$ cat config.mk
export PLATFORM = sky130hd
export DESIGN_NAME = hj_tuple_feeder
export DESIGN_NICKNAME = d
export VERILOG_FILES = /design/src/rtl/hj_tuple_feeder.sv
export SDC_FILE = /design/constraint.sdc
export NUM_CORES = 1
export LEC_CHECK = 0
export CORE_MARGIN = 2
export CORE_UTILIZATION = 50
export DETAILED_ROUTE_END_ITERATION = 10
export DONT_BUFFER_PORTS = 1
export PLACE_DENSITY = 0.65
export REMOVE_ABC_BUFFERS = 1
export SLEW_MARGIN = 20
export SYNTH_ARGS = -nofsm -noshare
export SYNTH_HDL_FRONTEND = slang
export SYNTH_SLANG_ARGS = --single-unit
$ cat constraint.sdc
create_clock -name clk -period 5.98 [get_ports clk]
set_input_delay 0.598 -clock clk [delete_from_list [all_inputs] [get_ports clk]]
set_output_delay 0.598 -clock clk [all_outputs]
set_load 0.02 [all_outputs]
$ cat src/rtl/hj_tuple_feeder.sv
// Hash-join front end: tags each tuple with its relation, hashes the key in two stages and steers it to the BUILD or PROBE port.
// Define HJ_FEEDER_IDENTITY_HASH_EN to pass the seeded key straight through as the hash (latency unchanged).
module hj_tuple_feeder #(
  parameter logic [31:0] HASH_SEED   = 32'h0,
  parameter logic [63:0] SERIAL_INIT = 64'h0
) (
  input  logic        clk,
  input  logic        resetn,
  input  logic        start,
  input  logic        s_valid,
  output logic        s_ready,
  input  logic [63:0] s_data,
  input  logic        s_last,
  output logic        out_valid_BUILD,
  output logic [63:0] out_data_BUILD,
  output logic [31:0] out_hash_BUILD,
  output logic        out_last_processed_BUILD,
  input  logic        in_ready_BUILD,
  output logic        out_valid_PROBE,
  output logic [63:0] out_data_PROBE,
  output logic [31:0] out_hash_PROBE,
  output logic        out_last_processed_PROBE,
  output logic [63:0] out_serialnum,
  input  logic        in_ready_PROBE,
  output logic [1:0]  phase,
  output logic [31:0] build_count,
  output logic [31:0] probe_count
);

  typedef enum logic [1:0] {
    ST_IDLE  = 2'b00,
    ST_BUILD = 2'b01,
    ST_PROBE = 2'b10,
    ST_DONE  = 2'b11
  } state_t;

  state_t      state_reg;

  // Stage 1: tagged beat plus the partially mixed hash.
  logic        s1_valid_reg;
  logic        s1_tag_reg;
  logic        s1_last_reg;
  logic [63:0] s1_data_reg;
  logic [63:0] s1_serial_reg;
  logic [31:0] s1_hash_reg;

  // Stage 2: output register; the per-port valids double as the phase tag.
  logic        valid_build_reg;
  logic        valid_probe_reg;
  logic        last_reg;
  logic [63:0] data_reg;
  logic [63:0] serial_reg;
  logic [31:0] hash_reg;

  logic [31:0] build_count_reg;
  logic [31:0] probe_count_reg;
  logic [63:0] serial_cnt_reg;

  logic        out_occupied;
  logic        sel_ready;
  logic        pipe_en;
  logic        in_run;
  logic        accept;
  logic        start_run;
  logic [31:0] key;
  logic [31:0] s1_hash_next;
  logic [31:0] s2_hash_next;

  assign out_occupied = valid_build_reg | valid_probe_reg;
  assign sel_ready    = valid_probe_reg ? in_ready_PROBE : in_ready_BUILD;
  assign pipe_en      = ~out_occupied | sel_ready;
  assign in_run       = (state_reg == ST_BUILD) | (state_reg == ST_PROBE);
  assign s_ready      = in_run & pipe_en;
  assign accept       = s_valid & s_ready;
  assign start_run    = start & ((state_reg == ST_IDLE) | (state_reg == ST_DONE));

  assign key = s_data[31:0] ^ HASH_SEED;

`ifdef HJ_FEEDER_IDENTITY_HASH_EN
  assign s1_hash_next = key;
  assign s2_hash_next = s1_hash_reg;
`else
  logic [31:0] key_mix;
  assign key_mix      = key ^ (key >> 16);
  assign s1_hash_next = key_mix * 32'h85EBCA6B;
  assign s2_hash_next = s1_hash_reg ^ (s1_hash_reg >> 13);
`endif

  always_ff @(posedge clk or negedge resetn) begin
    if (!resetn) begin
      state_reg <= ST_IDLE;
    end else begin
      case (state_reg)
        ST_IDLE:  if (start) state_reg <= ST_BUILD;
        ST_BUILD: if (accept && s_last) state_reg <= ST_PROBE;
        ST_PROBE: if (accept && s_last) state_reg <= ST_DONE;
        ST_DONE:  if (start) state_reg <= ST_BUILD;
        default:  state_reg <= ST_IDLE;
      endcase
    end
  end

  // Counts restart with each run; the serial counter only advances on probe beats.
  always_ff @(posedge clk or negedge resetn) begin
    if (!resetn) begin
      build_count_reg <= '0;
      probe_count_reg <= '0;
      serial_cnt_reg  <= '0;
    end else if (start_run) begin
      build_count_reg <= '0;
      probe_count_reg <= '0;
      serial_cnt_reg  <= SERIAL_INIT;
    end else if (accept) begin
      if (state_reg == ST_BUILD) begin
        build_count_reg <= build_count_reg + 32'd1;
      end else begin
        probe_count_reg <= probe_count_reg + 32'd1;
        serial_cnt_reg  <= serial_cnt_reg + 64'd1;
      end
    end
  end

  always_ff @(posedge clk or negedge resetn) begin
    if (!resetn) begin
      s1_valid_reg    <= 1'b0;
      s1_tag_reg      <= 1'b0;
      s1_last_reg     <= 1'b0;
      s1_data_reg     <= '0;
      s1_serial_reg   <= '0;
      s1_hash_reg     <= '0;
      valid_build_reg <= 1'b0;
      valid_probe_reg <= 1'b0;
      last_reg        <= 1'b0;
      data_reg        <= '0;
      serial_reg      <= '0;
      hash_reg        <= '0;
    end else if (pipe_en) begin
      s1_valid_reg    <= accept;
      if (accept) begin
        s1_tag_reg    <= (state_reg == ST_PROBE);
        s1_last_reg   <= s_last;
        s1_data_reg   <= s_data;
        s1_serial_reg <= serial_cnt_reg;
        s1_hash_reg   <= s1_hash_next;
      end
      valid_build_reg <= s1_valid_reg & ~s1_tag_reg;
      valid_probe_reg <= s1_valid_reg & s1_tag_reg;
      if (s1_valid_reg) begin
        last_reg      <= s1_last_reg;
        data_reg      <= s1_data_reg;
        serial_reg    <= s1_serial_reg;
        hash_reg      <= s2_hash_next;
      end
    end
  end

  assign out_valid_BUILD          = valid_build_reg;
  assign out_data_BUILD           = data_reg;
  assign out_hash_BUILD           = hash_reg;
  assign out_last_processed_BUILD = last_reg;
  assign out_valid_PROBE          = valid_probe_reg;
  assign out_data_PROBE           = data_reg;
  assign out_hash_PROBE           = hash_reg;
  assign out_last_processed_PROBE = last_reg;
  assign out_serialnum            = serial_reg;
  assign phase                    = state_reg;
  assign build_count              = build_count_reg;
  assign probe_count              = probe_count_reg;

endmodule

==> impl_metrics.ini <==
[placement]
dp_cells = 3541
port_buffers = 0
hpwl_um = 55000
gp_congestion = 0.949
pre_cts_ws_ns = -1.30
post_dp_cell_area_sq_um = 29900

[logic_synthesis]
synth_async_sr_flop_share_pct = 100
ys.flop_type = dfrtp_1
syn_area_sq_um = 28500
avgSynthCellArea_sq_um = 10.3
synth_cell_types = 57
synth_edf_count = 0
ys_warn_count = 0
ys_seq_area_share_pct = 40.0
synthCells = 2775
ys_ff_latch = 456

[timing]
post-route-period-util_pct = 103
setup_viol = 3
rsz0062_at_grt = true
fin_worst_skew_ns = 0.0344
fmax_ghz = 0.162
hold_violations = 456
slew_viol_final = 0
fin_hold_ws_ns = -0.318
tightest_slew_ns = 1.01
period_minus_slack_ns = 6.18
setup_ws_ns = -0.201
relSlewSlack_pct = 32.5

[drt]
viasPerCell = 5.18
drtPass1Iterations = 5
drt_wl_total_um = 72400
ant_nets = 0
drtIter0Drc = 855
drc = 0
wl_per_cell_um = 19.8
num_vias = 18933

[cts]
clk_pin_slew_worst_paths_ns = 0.06
cts_sinks = 456
cts_buffers = 50
htreeDepth = 2
cts_tree = done
cts_buffer_depth = 3
clockRootBuffer = clkbuf_16
insertion_delay_ns = 0.63

[floorplanning]
fp.dieH_um = 243
fp.dieW_um = 243
start_util_pct = 50.5
row_count = 87
io_pins = 398
coreArea_sq_um = 56400
die-area_sq_um = 58900

[flow_run]
drv_cap = 0

[critical_path]
cp_common_cell = fa_1
endpoint_kind = flip-flop
crit_fanout = 7
crit_required_ns = 6.47
critPathMaxStageDelay_ns = 0.54
path_buf_inv = 7
worstPathArrival_ns = 6.67
critPathLaunchType = input port
crit_family = adder cells
slowest_stage = fa_1
critPathKind = in -> reg

[status]
violations = negative hold slack, negative setup slack
status = finished, violations left

[final_layout]
syn_to_final_growth_pct = 14.8
post-route-cell-area_sq_um = 32700
fin_nets = 3321
drive_gt1_share_pct = 20.1
fin_cells = 3658

[global_routing]
grt_first_pass_wirelength_um = 114000
grt_max_degree = 457
grt_util_all_layers_pct = 24.8
grt_pass1_vias = 20115
antenna_found_initial = 3
grt_overflow = 0

[worst_hold_path]
hp-class = in -> async
[final timing paths]
path	startpoint	end	slack, ns	depth (start not counted)
max reg2reg	phase[0]$_DFFE_PN0P_	serial_cnt_reg[58]$_DFFE_PN0P_	2.12	10
min reg2reg	s1_serial_reg[14]$_DFFE_PN0P_	s1_serial_reg[14]$_DFFE_PN0P_	0.47	2
max	s_data[20]	s1_hash_reg[31]$_DFFE_PN0P_	-0.20	25
max in group asynchronous	resetn	out_data_BUILD[9]$_DFFE_PN0P_	5.79	0
min	resetn	out_data_BUILD[40]$_DFFE_PN0P_	-0.32	0
min in group clk	s_data[2]	s1_data_reg[2]$_DFFE_PN0P_	0.08	2
[routing by layer]
metal	part of all wire, %	track usage [%]	vias up
met1	43	32.5	9527
met3	6.2	5.97	134
met5	0	0	-
met4	3.5	8.35	0
met2	48	40.5	488
li1	-	-	8784
[area by class of cell]
type	count	area, sq um
fillers	4870	23700
multi-input cells	1757	15500
flip-flops and latches	456	11400
repair buffers	207	1600
inverters	387	1460
clock buffers	65	1410
well taps	756	946
clock inverters	27	377
diodes	3	7.51
[cells in the mapped netlist, types with 8 or more instances]
library cell / number / share of area (%)
a21o_1: 10 / 0.26
fa_1: 209 / 15
xor2_1: 119 / 3.7
mux2_2: 143 / 5.7
o21ai_0: 56 / 0.98
a21oi_1: 60 / 1.1
o21a_1: 8 / 0.21
and2_1: 12 / 0.26
ha_1: 182 / 8.0
clkbuf_1: 73 / 0.96
and4_1: 14 / 0.43
xnor2_1: 89 / 2.7
nand3_1: 42 / 0.74
nand4_1: 26 / 0.57
inv_1: 386 / 5.1
dfrtp_1: 456 / 40
nand2_1: 513 / 6.8
nor3_1: 8 / 0.14
nor2_1: 167 / 2.2
and3_1: 20 / 0.44
or3_1: 13 / 0.29
buf_4: 98 / 2.6
[per-stage QoR]
stage / hold slack, ns / utilization, % / setup TNS, ns
after floorplan: 0.302 / - / -504.21
after global placement: 0.311 / 52.9 / -15.77
after detailed placement: 0.309 / 52.9 / -16.97
after CTS: -0.352 / 57.1 / -0.114
after global routing: -0.351 / 58.0 / -1.18
final: -0.318 / 58.0 / -0.392
[worst register-to-register path, stage by stage, from the launching register on]
cell	delay [ns]
dfrtp_1	0.54
inv_1	0.08
ha_1	0.37
inv_2	0.14
o2111a_4	0.55
o2111a_1	0.50
and2_1	0.40
and3_1	0.51
nand4_4	0.20
or3_1	0.34
a21oi_1	0.15
[kinds of logic (layout without fill, tap and decap cells)]
group / after synthesis / after routing / synth area share [%]
flops: 456 / 456 / 40.0
fa+ha+maj: 391 / 391 / 22.7
mux: 145 / 145 / 5.72
simple gates: 843 / 843 / 12.7
other cells: 0 / 3 / 0
buf+inv: 562 / 686 / 8.72
xor+xnor: 208 / 208 / 6.39
compound gates: 170 / 170 / 3.71
[timing repair]
| action | CTS | global route |
|---|---|---|
| hold endpoints to repair | 456 | 456 |
| gates resized for setup | 89 | 72 |
| setup buffers | 13 | 13 |
| pin swaps | 70 | 70 |
| endpoints found under the setup margin | 16 | 16 |
[cells in the final DEF, fill, tap and decap left out, types with 13 or more instances in the layout]
| cell type | instances |
|---|---|
| xnor2_1 | 81 |
| o21ai_0 | 49 |
| mux2_2 | 143 |
| a21oi_1 | 52 |
| inv_2 | 27 |
| ha_4 | 32 |
| clkbuf_16 | 50 |
| dfrtp_1 | 456 |
| and3_1 | 20 |
| buf_4 | 197 |
| or3_1 | 13 |
| nand4_1 | 26 |
| nor2_1 | 161 |
| nand3_1 | 39 |
| xor2_1 | 110 |
| and4_1 | 14 |
| inv_1 | 359 |
| ha_1 | 142 |
| nand2_1 | 512 |
| fa_1 | 198 |
Power is left out: the tool's default activity adds up to more than one toggle a clock period on the data nets, which glitch-free logic cannot reach.
